File: config.mk
export PLATFORM = sky130hd
export DESIGN_NAME = sw_conditioner
export DESIGN_NICKNAME = d
export VERILOG_FILES = /design/src/rtl/sw_conditioner.sv
export SDC_FILE = /design/constraint.sdc
export NUM_CORES = 1
export LEC_CHECK = 0
export ABC_CLOCK_PERIOD_IN_PS = 5100
export CAP_MARGIN = 40
export CORE_UTILIZATION = 50
export DETAILED_ROUTE_END_ITERATION = 10
export PLACE_DENSITY = 0.66
export SYNTH_ARGS = -nofsm -noshare
export SYNTH_HDL_FRONTEND = slang
export SYNTH_SLANG_ARGS = --single-unit
File: constraint.sdc
create_clock -name CLK -period 5.1 [get_ports CLK]
set_input_delay 1.02 -clock CLK [delete_from_list [all_inputs] [get_ports CLK]]
set_output_delay 1.02 -clock CLK [all_outputs]
set_load 0.005 [all_outputs]
File: src/rtl/sw_conditioner.sv
`timescale 1ns/1ps
`default_nettype none
// +--------------------------------------------------------------------------+
// | Module   : sw_conditioner                                                |
// | Purpose  : 2-flop synchronizer + per-switch debounce for 8 board switches |
// | Revision : 1.0  initial release                                          |
// +--------------------------------------------------------------------------+
module sw_conditioner #(
  parameter int unsigned DEBOUNCE_CYCLES = 1000000,
  parameter int unsigned CNT_W           = 20
) (
  input  logic       CLK,
  input  logic       ARST_L,
  input  logic [7:0] SW_IN,
  output logic [7:0] SW_OUT,
  output logic       SW_CHANGED
);

  localparam int unsigned      c_nsw      = 8;
  localparam logic [CNT_W-1:0] c_cnt_last = CNT_W'(DEBOUNCE_CYCLES - 1);
  localparam logic [CNT_W-1:0] c_cnt_one  = CNT_W'(1);

  logic [c_nsw-1:0] r_sync1;
  logic [c_nsw-1:0] r_sync2;
  logic [c_nsw-1:0] r_sw_out;
  logic             r_changed;
  logic [c_nsw-1:0] w_differs;
  logic [c_nsw-1:0] w_accept;

  always_ff @(posedge CLK or negedge ARST_L) begin
    if (!ARST_L) begin
      r_sync1 <= '0;
      r_sync2 <= '0;
    end else begin
      r_sync1 <= SW_IN;
      r_sync2 <= r_sync1;
    end
  end

  assign w_differs = r_sync2 ^ r_sw_out;

  genvar gi;
  generate
    for (gi = 0; gi < c_nsw; gi++) begin : g_sw
      logic [CNT_W-1:0] r_cnt;

      // Acceptance happens on the DEBOUNCE_CYCLES-th consecutive differing edge.
      assign w_accept[gi] = w_differs[gi] && (r_cnt == c_cnt_last);

      always_ff @(posedge CLK or negedge ARST_L) begin
        if (!ARST_L) begin
          r_cnt <= '0;
        end else if (!w_differs[gi] || w_accept[gi]) begin
          r_cnt <= '0;
        end else begin
          r_cnt <= r_cnt + c_cnt_one;
        end
      end
    end
  endgenerate

  always_ff @(posedge CLK or negedge ARST_L) begin
    if (!ARST_L) begin
      r_sw_out  <= '0;
      r_changed <= 1'b0;
    end else begin
      r_sw_out  <= r_sw_out ^ w_accept;
      r_changed <= |w_accept;
    end
  end

  assign SW_OUT     = r_sw_out;
  assign SW_CHANGED = r_changed;

endmodule
`default_nettype wire

==> results of run 1 <==
-- cells by family (layout without fill, tap and decap cells) --
logic type               Yosys count  in the layout  synth area share, %
buffers and inverters             31             63                1.908
XOR/XNOR                         149            149                15.07
AO/OA/AOI/OAI                     15             15                1.012
flip-flops                       185            185                53.47
adder cells (fa/ha/maj)            8              8                1.156
multiplexers                       7              7               0.9105
AND/OR/NAND/NOR                  447            447                26.47
-- through the flow --
stage / setup WS (ns) / instance area [sq um] / power [W]
3_5_place_dp: 2.863 / 9026 / 0.001631
6_report: 2.695 / 9610 / 0.002898
2_1_floorplan: 3.292 / 8658 / 0.001582
4_1_cts: 2.666 / 9610 / 0.002940
3_3_place_gp: 2.947 / 9026 / 0.001625
5_1_grt: 2.627 / 9610 / 0.003006
-- cells in the mapped netlist, drive strengths merged --
| library cell | n |
|---|---|
| nand3 | 57 |
| dfrtp | 185 |
| a22oi | 2 |
| nand2 | 57 |
| nand4b | 3 |
| nand3b | 1 |
| clkbuf | 6 |
| xor2 | 102 |
| and3 | 20 |
| nand4 | 40 |
| nor4b | 6 |
| o21ai | 7 |
| nor4 | 20 |
| inv | 13 |
| buf | 12 |
| and4 | 21 |
| nor3b | 4 |
| nor2b | 2 |
| nand2b | 1 |
| or3 | 4 |
| a21oi | 6 |
| and2 | 13 |
| nor3 | 10 |
| xnor2 | 47 |
| or2 | 5 |
| ha | 8 |
| or4 | 2 |
| nor4bb | 5 |
| or4b | 1 |
| mux2 | 7 |
| nor2 | 175 |
-- sequential cells by signal, summed over array words and instances, names as in the netlist, named ones only --
register,count
SW_CHANGED,1
g_sw.r_cnt,160
r_sync1,8
r_sync2,8
-- area by class of cell --
type / instances / area, sq um / area share, %
Clock buffer: 20 / 466.7 / 4.856
Tap cell: 220 / 275.3 / 2.864
Timing Repair Buffer: 20 / 209.0 / 2.174
Sequential cell: 185 / 4629 / 48.17
Multi-Input combinational cell: 626 / 3864 / 40.20
Clock inverter: 10 / 117.6 / 1.224
Inverter: 13 / 48.80 / 0.5077
-- where the power goes --
part           switching [W]  internal [W]  total (W)
clock               0.000541      0.000756    0.00130
sequential         0.0000182       0.00149    0.00151
combinational      0.0000661     0.0000272  0.0000934
-- routing by layer --
layer / share of wire [%] / GRT usage, %
met1: 47 / 24.24
met2: 49 / 31.51
met3: 2.5 / 3.729
met4: 1.7 / 7.513
met5: 0 / 0
-- worst max-delay path by stage --
| stage | to | depth (start not counted) | from | slack (ns) |
|---|---|---|---|---|
| after floorplan | g_sw[6].r_cnt[11]$_DFF_PN0_ | 7 | g_sw[6].r_cnt[0]$_DFF_PN0_ | 3.29 |
| after global routing | g_sw[7].r_cnt[18]$_DFF_PN0_ | 5 | g_sw[7].r_cnt[12]$_DFF_PN0_ | 2.63 |
| after global placement | g_sw[7].r_cnt[11]$_DFF_PN0_ | 5 | g_sw[7].r_cnt[12]$_DFF_PN0_ | 2.95 |
| final | SW_OUT[4] | 1 | flip-flop | 2.70 |
| after detailed placement | g_sw[7].r_cnt[19]$_DFF_PN0_ | 5 | g_sw[7].r_cnt[12]$_DFF_PN0_ | 2.86 |
| after CTS | SW_OUT[4] | 1 | flip-flop | 2.67 |
==> results by group, run 1 <==
Floorplan
  – Chip height: 133.6 um
  – Boundary pin count: 19
  – Die X: 133.6 um
  – # rows: 47
  – Die area: 0.01785 sq mm
  – Core ar.: 0.01676 sq mm
  – Initial Utilization: 51.66%

Timing
  – Period minus WS final: 2.405 ns
  – Setup Skew: 0.007384 ns
  – Fmax: 0.4158 GHz
  – TNS Setup: 0 ns
  – Unrepaired setup endpoints after global routing: false
  – Min Hold Slack: 0.3494 ns
  – Final period util: 47.15%
  – Max transition margin: 45.80%
  – Fin. max-slew vios: 0
  – # setup viols final: 0
  – Worst-margin pin slew: 0.8130 ns
  – Final Hold Fails: 0

Route
  – DR DRC count: 0
  – DR WL/cell: 14.12 um
  – Initial DRT Pass Iterations: 4
  – Routed WL: 15450 um
  – 1st-iter DRT viols: 305
  – Detail Route Antenna Nets: 0
  – Via Count: 5932
  – Vias per cell: 5.422

Clock network
  – Clock transition at path regs: 0.07 ns
  – # resized after CTS: 0
  – Number of clock sinks: 185
  – Clk root buf: clkbuf_16
  – CTS tree: done
  – Clock Path Buffers: 2
  – Number of setup buffers added after CTS: 0
  – CTS hold repair buffers: 0
  – Max H-tree Level: 4
  – CTS buffer count: 17
  – Worst skew pair latency: 0.42 ns

Final layout
  – Layout Cells excl Fill: 1094
  – Commonest non-fill, non-tap cell in the layout: dfrtp_1
  – Layout cells sized above 1: 6.751%
  – Fillers: 1448
  – Area grow syn2layout: 11.00%
  – Fin nets: 881
  – Commonest non-fill, non-tap cells in the layout: 185 x dfrtp_1, 170 x nor2_1, 102 x xor2_1
  – Fin util: 57.34%
  – Number of diodes: 0

GRT
  – GRT Total Usage: 18.90%
  – Largest net degree at the start of global routing: 96
  – Vias in the first global route: 6078
  – Initial antenna violation count: 0
  – First-pass GRT wire length: 27380 um
  – Global route overflow: 0

Setup path
  – Crit Path Category: reg2out
  – Crit path capture type: primary output
  – R2R depth: 5
  – CP top delay family: buffers and inverters
  – Slowest CP cell: clkdlybuf4s50_1
  – Max incr delay on CP: 0.53 ns
  – CP cell instances: clkdlybuf4s50_1
  – Crit path launch type: flip-flop
  – Worst Path Required: 4.08 ns
  – RR Endpoint: g_sw[7].r_cnt[18]$_DFF_PN0_
  – Crit Path Max Fanout: 4
  – CP arrival: 1.38 ns
  – Reg-to-Reg Start: g_sw[7].r_cnt[12]$_DFF_PN0_
  – Setup slack, reg-to-reg: 2.91 ns
  – Buffers & Inverters on Critical Path: 1

Worst hold path
  – Hold_sp: r_sync1[3]$_DFF_PN0_
  – Worst min path class: reg2reg
  – Worst Hold End: r_sync2[3]$_DFF_PN0_
  – Hold path cells: 0

Job
  – Max_cap viols: 0

Place
  – Placed Cells: 1064
  – Post-DP HPWL: 10330 um
  – Placer Congestion: 0.8103
  – PortBufs: 18

Synth
  – Mapped Cells: 842
  – Syn avg cell area: 10.28 sq um
  – Syn nets: 860
  – Yosys top cell by area: dfrtp_1
  – Count of cell types in the netlist: 44
  – Synth area leaders: dfrtp_1 53%, xor2_1 10%, nor2_1 7.4%
  – Synth top area share: 53.47%
  – Syn Std Cell Area: 0.008658 sq mm
  – Sequential-to-total area share from yosys stat: 53.47%
  – Seq cells post-synth: 185
  – Yosys warning count: 0

Pwr
  – Lkg Pwr: 4.145 nW
  – Cell Pwr Density: 301.5 mW/mm^2
  – Peak supply drop: 0.0002437 V

Outcome
  – Status: complete, no violations
Note: power is estimated with default switching activity, not from simulation.
==> run 2, diff against run 1 <==
ABC_CLOCK_PERIOD_IN_PS = 2150   (was 5100)
PLACE_DENSITY = 0.69   (was 0.66)
clock period = 2.15 ns   (was 5.1 ns; I/O delays follow)
==> results by group, run 2 (synthesis gave the netlist of run 1 again) <==
GRT
  – Largest net degree at the start of global routing: 63
  – GRT Total Usage: 18.31%
  – First-pass GRT wire length: 26360 um
  – Global route overflow: 0
  – Vias in the first global route: 5797
  – Initial antenna violation count: 0

Floorplan
  – Die X: 133.6 um
  – Die area: 0.01785 sq mm
  – Initial Utilization: 51.66%
  – Chip height: 133.6 um
  – Core ar.: 0.01676 sq mm
  – # rows: 47
  – Boundary pin count: 19

Timing
  – Unrepaired setup endpoints after global routing: false
  – Setup Skew: 0.007961 ns
  – Period minus WS final: 1.906 ns
  – Final period util: 88.64%
  – TNS Setup: 0 ns
  – Fmax: 0.5247 GHz
  – Max transition margin: 63.70%
  – Final Hold Fails: 5
  – Fin. max-slew vios: 0
  – Min Hold Slack: -0.01256 ns
  – Worst-margin pin slew: 0.5425 ns
  – Final WS setup: 0.2442 ns
  – # setup viols final: 0

Final layout
  – Number of diodes: 0
  – Layout cells sized above 1: 8.929%
  – Max FFs per register: 160
  – Finished Cell Area: 0.009764 sq mm
  – Commonest non-fill, non-tap cell in the layout: dfrtp_1
  – Area grow syn2layout: 12.77%
  – Commonest non-fill, non-tap cells in the layout: 185 x dfrtp_1, 170 x nor2_1, 102 x xor2_1
  – Fin nets: 902
  – Biggest regs: g_sw.r_cnt x160, r_sync1 x8, r_sync2 x8
  – Biggest register: g_sw.r_cnt

Pwr
  – Cell Pwr Density: 691.5 mW/mm^2
  – Sequential share of power: 52.9%
  – Clk pwr share: 43.5%
  – Lkg Pwr: 4.248 nW
  – Switching Share: 22.73%
  – Peak supply drop: 0.0005507 V
  – Comb power frac: 3.6%
  – P_int: 0.005217 W
  – Total Power: 0.006752 W
  – Psw: 0.001535 W

Clock network
  – Clk root buf: clkbuf_16
  – CTS tree: done
  – CTS hold repair buffers: 0
  – CTS buffer count: 17
  – Max H-tree Level: 4
  – Clock Path Buffers: 2
  – # resized after CTS: 0
  – Clock transition at path regs: 0.06 ns
  – Worst skew pair latency: 0.42 ns
  – Number of setup buffers added after CTS: 0
  – Number of clock sinks: 185

Route
  – Via Count: 5783
  – Routed WL: 15000 um
  – 1st-iter DRT viols: 273
  – Detail Route Antenna Nets: 0
  – DR WL/cell: 13.44 um
  – Vias per cell: 5.182
  – DR DRC count: 0
  – Initial DRT Pass Iterations: 4

Place
  – Placer Congestion: 0.8051
  – PortBufs: 18
  – Area after DPL: 0.009211 sq mm
  – Post-DP HPWL: 10140 um
  – Pre-CTS WS: 0.2398 ns

Setup path
  – Worst Path Required: 2.45 ns
  – Crit Path Max Fanout: 18
  – CP arrival: 2.21 ns
  – CP cell instances: ha_1 > and3_2 > nand3_2 > or4_4 > nand2_4 > nor2_1
  – Crit path capture type: flip-flop
  – CP top delay family: simple AND/OR/NAND/NOR gates
  – R2R depth: 6
  – Crit path launch type: flip-flop
  – Max incr delay on CP: 0.59 ns
  – Slowest CP cell: or4_4
  – Crit Path Category: reg2reg
  – Buffers & Inverters on Critical Path: 0
  – Critical path depth: 6

Outcome
  – Violated checks: hold timing
  – Status: complete, but fails checks

Job
  – Max_cap viols: 0

Worst hold path
  – Worst min path class: in2async
## run 2: area by class of cell
cell class | count | area [sq um]
fill | 1439 | 6995
clock buffer | 18 | 429.2
timing repair buffer | 41 | 394.1
sequential | 185 | 4629
clock inverter | 13 | 123.9
multi-input combinational | 626 | 3864
tap | 220 | 275.3
inverter | 13 | 48.80
## run 2: final timing paths
kind,from,to,slack [ns]
worst max-delay path,g_sw[6].r_cnt[0]$_DFF_PN0_,g_sw[6].r_cnt[15]$_DFF_PN0_,0.24
worst min-delay path,ARST_L,g_sw[1].r_cnt[6]$_DFF_PN0_,-0.01
worst max register to register,g_sw[6].r_cnt[0]$_DFF_PN0_,g_sw[6].r_cnt[15]$_DFF_PN0_,0.24
worst min register to register,r_sync1[7]$_DFF_PN0_,r_sync2[7]$_DFF_PN0_,0.35
max in group asynchronous,ARST_L,g_sw[5].r_cnt[14]$_DFF_PN0_,1.53
min in group CLK,r_sync1[7]$_DFF_PN0_,r_sync2[7]$_DFF_PN0_,0.35
## run 2: per-layer routing
| layer | track usage (%) | share of wire [%] | vias to the layer above |
|---|---|---|---|
| met2 | 29.75 | 47 | 54 |
| met3 | 4.300 | 2.3 | 13 |
| li1 | - | - | 2938 |
| met5 | 0 | 0 | - |
| met4 | 4.672 | 0.95 | 0 |
| met1 | 24.70 | 50 | 2778 |
## run 2: power by group through the flow
stage,sequential (W),clock [W],combinational [W]
finish,0.00357,0.00293,0.000244
global route,0.00358,0.00315,0.000283
CTS,0.00357,0.00303,0.000254
detailed placement,0.00364,0,0.000252
global placement,0.00364,0,0.000249
floorplan,0.00363,0,0.000123
## run 2: through the flow
| stage | cells | hold slack (ns) | util, % |
|---|---|---|---|
| after floorplan | 842 | 0.1344 | - |
| after global placement | 1085 | 0.3328 | 54.96 |
| after detailed placement | 1085 | 0.3355 | 54.96 |
| after CTS | 1116 | 0.003392 | 58.26 |
| after global routing | 1116 | 0.01983 | 58.26 |
| final | 1116 | -0.01256 | 58.26 |
==> run 3, diff against run 2 <==
GPL_TIMING_DRIVEN = 1   (was unset)
SKIP_LAST_GASP = 1   (was unset)
==> results of run 3 <==
Final layout, timing and power as in run 2 (identical DEF).
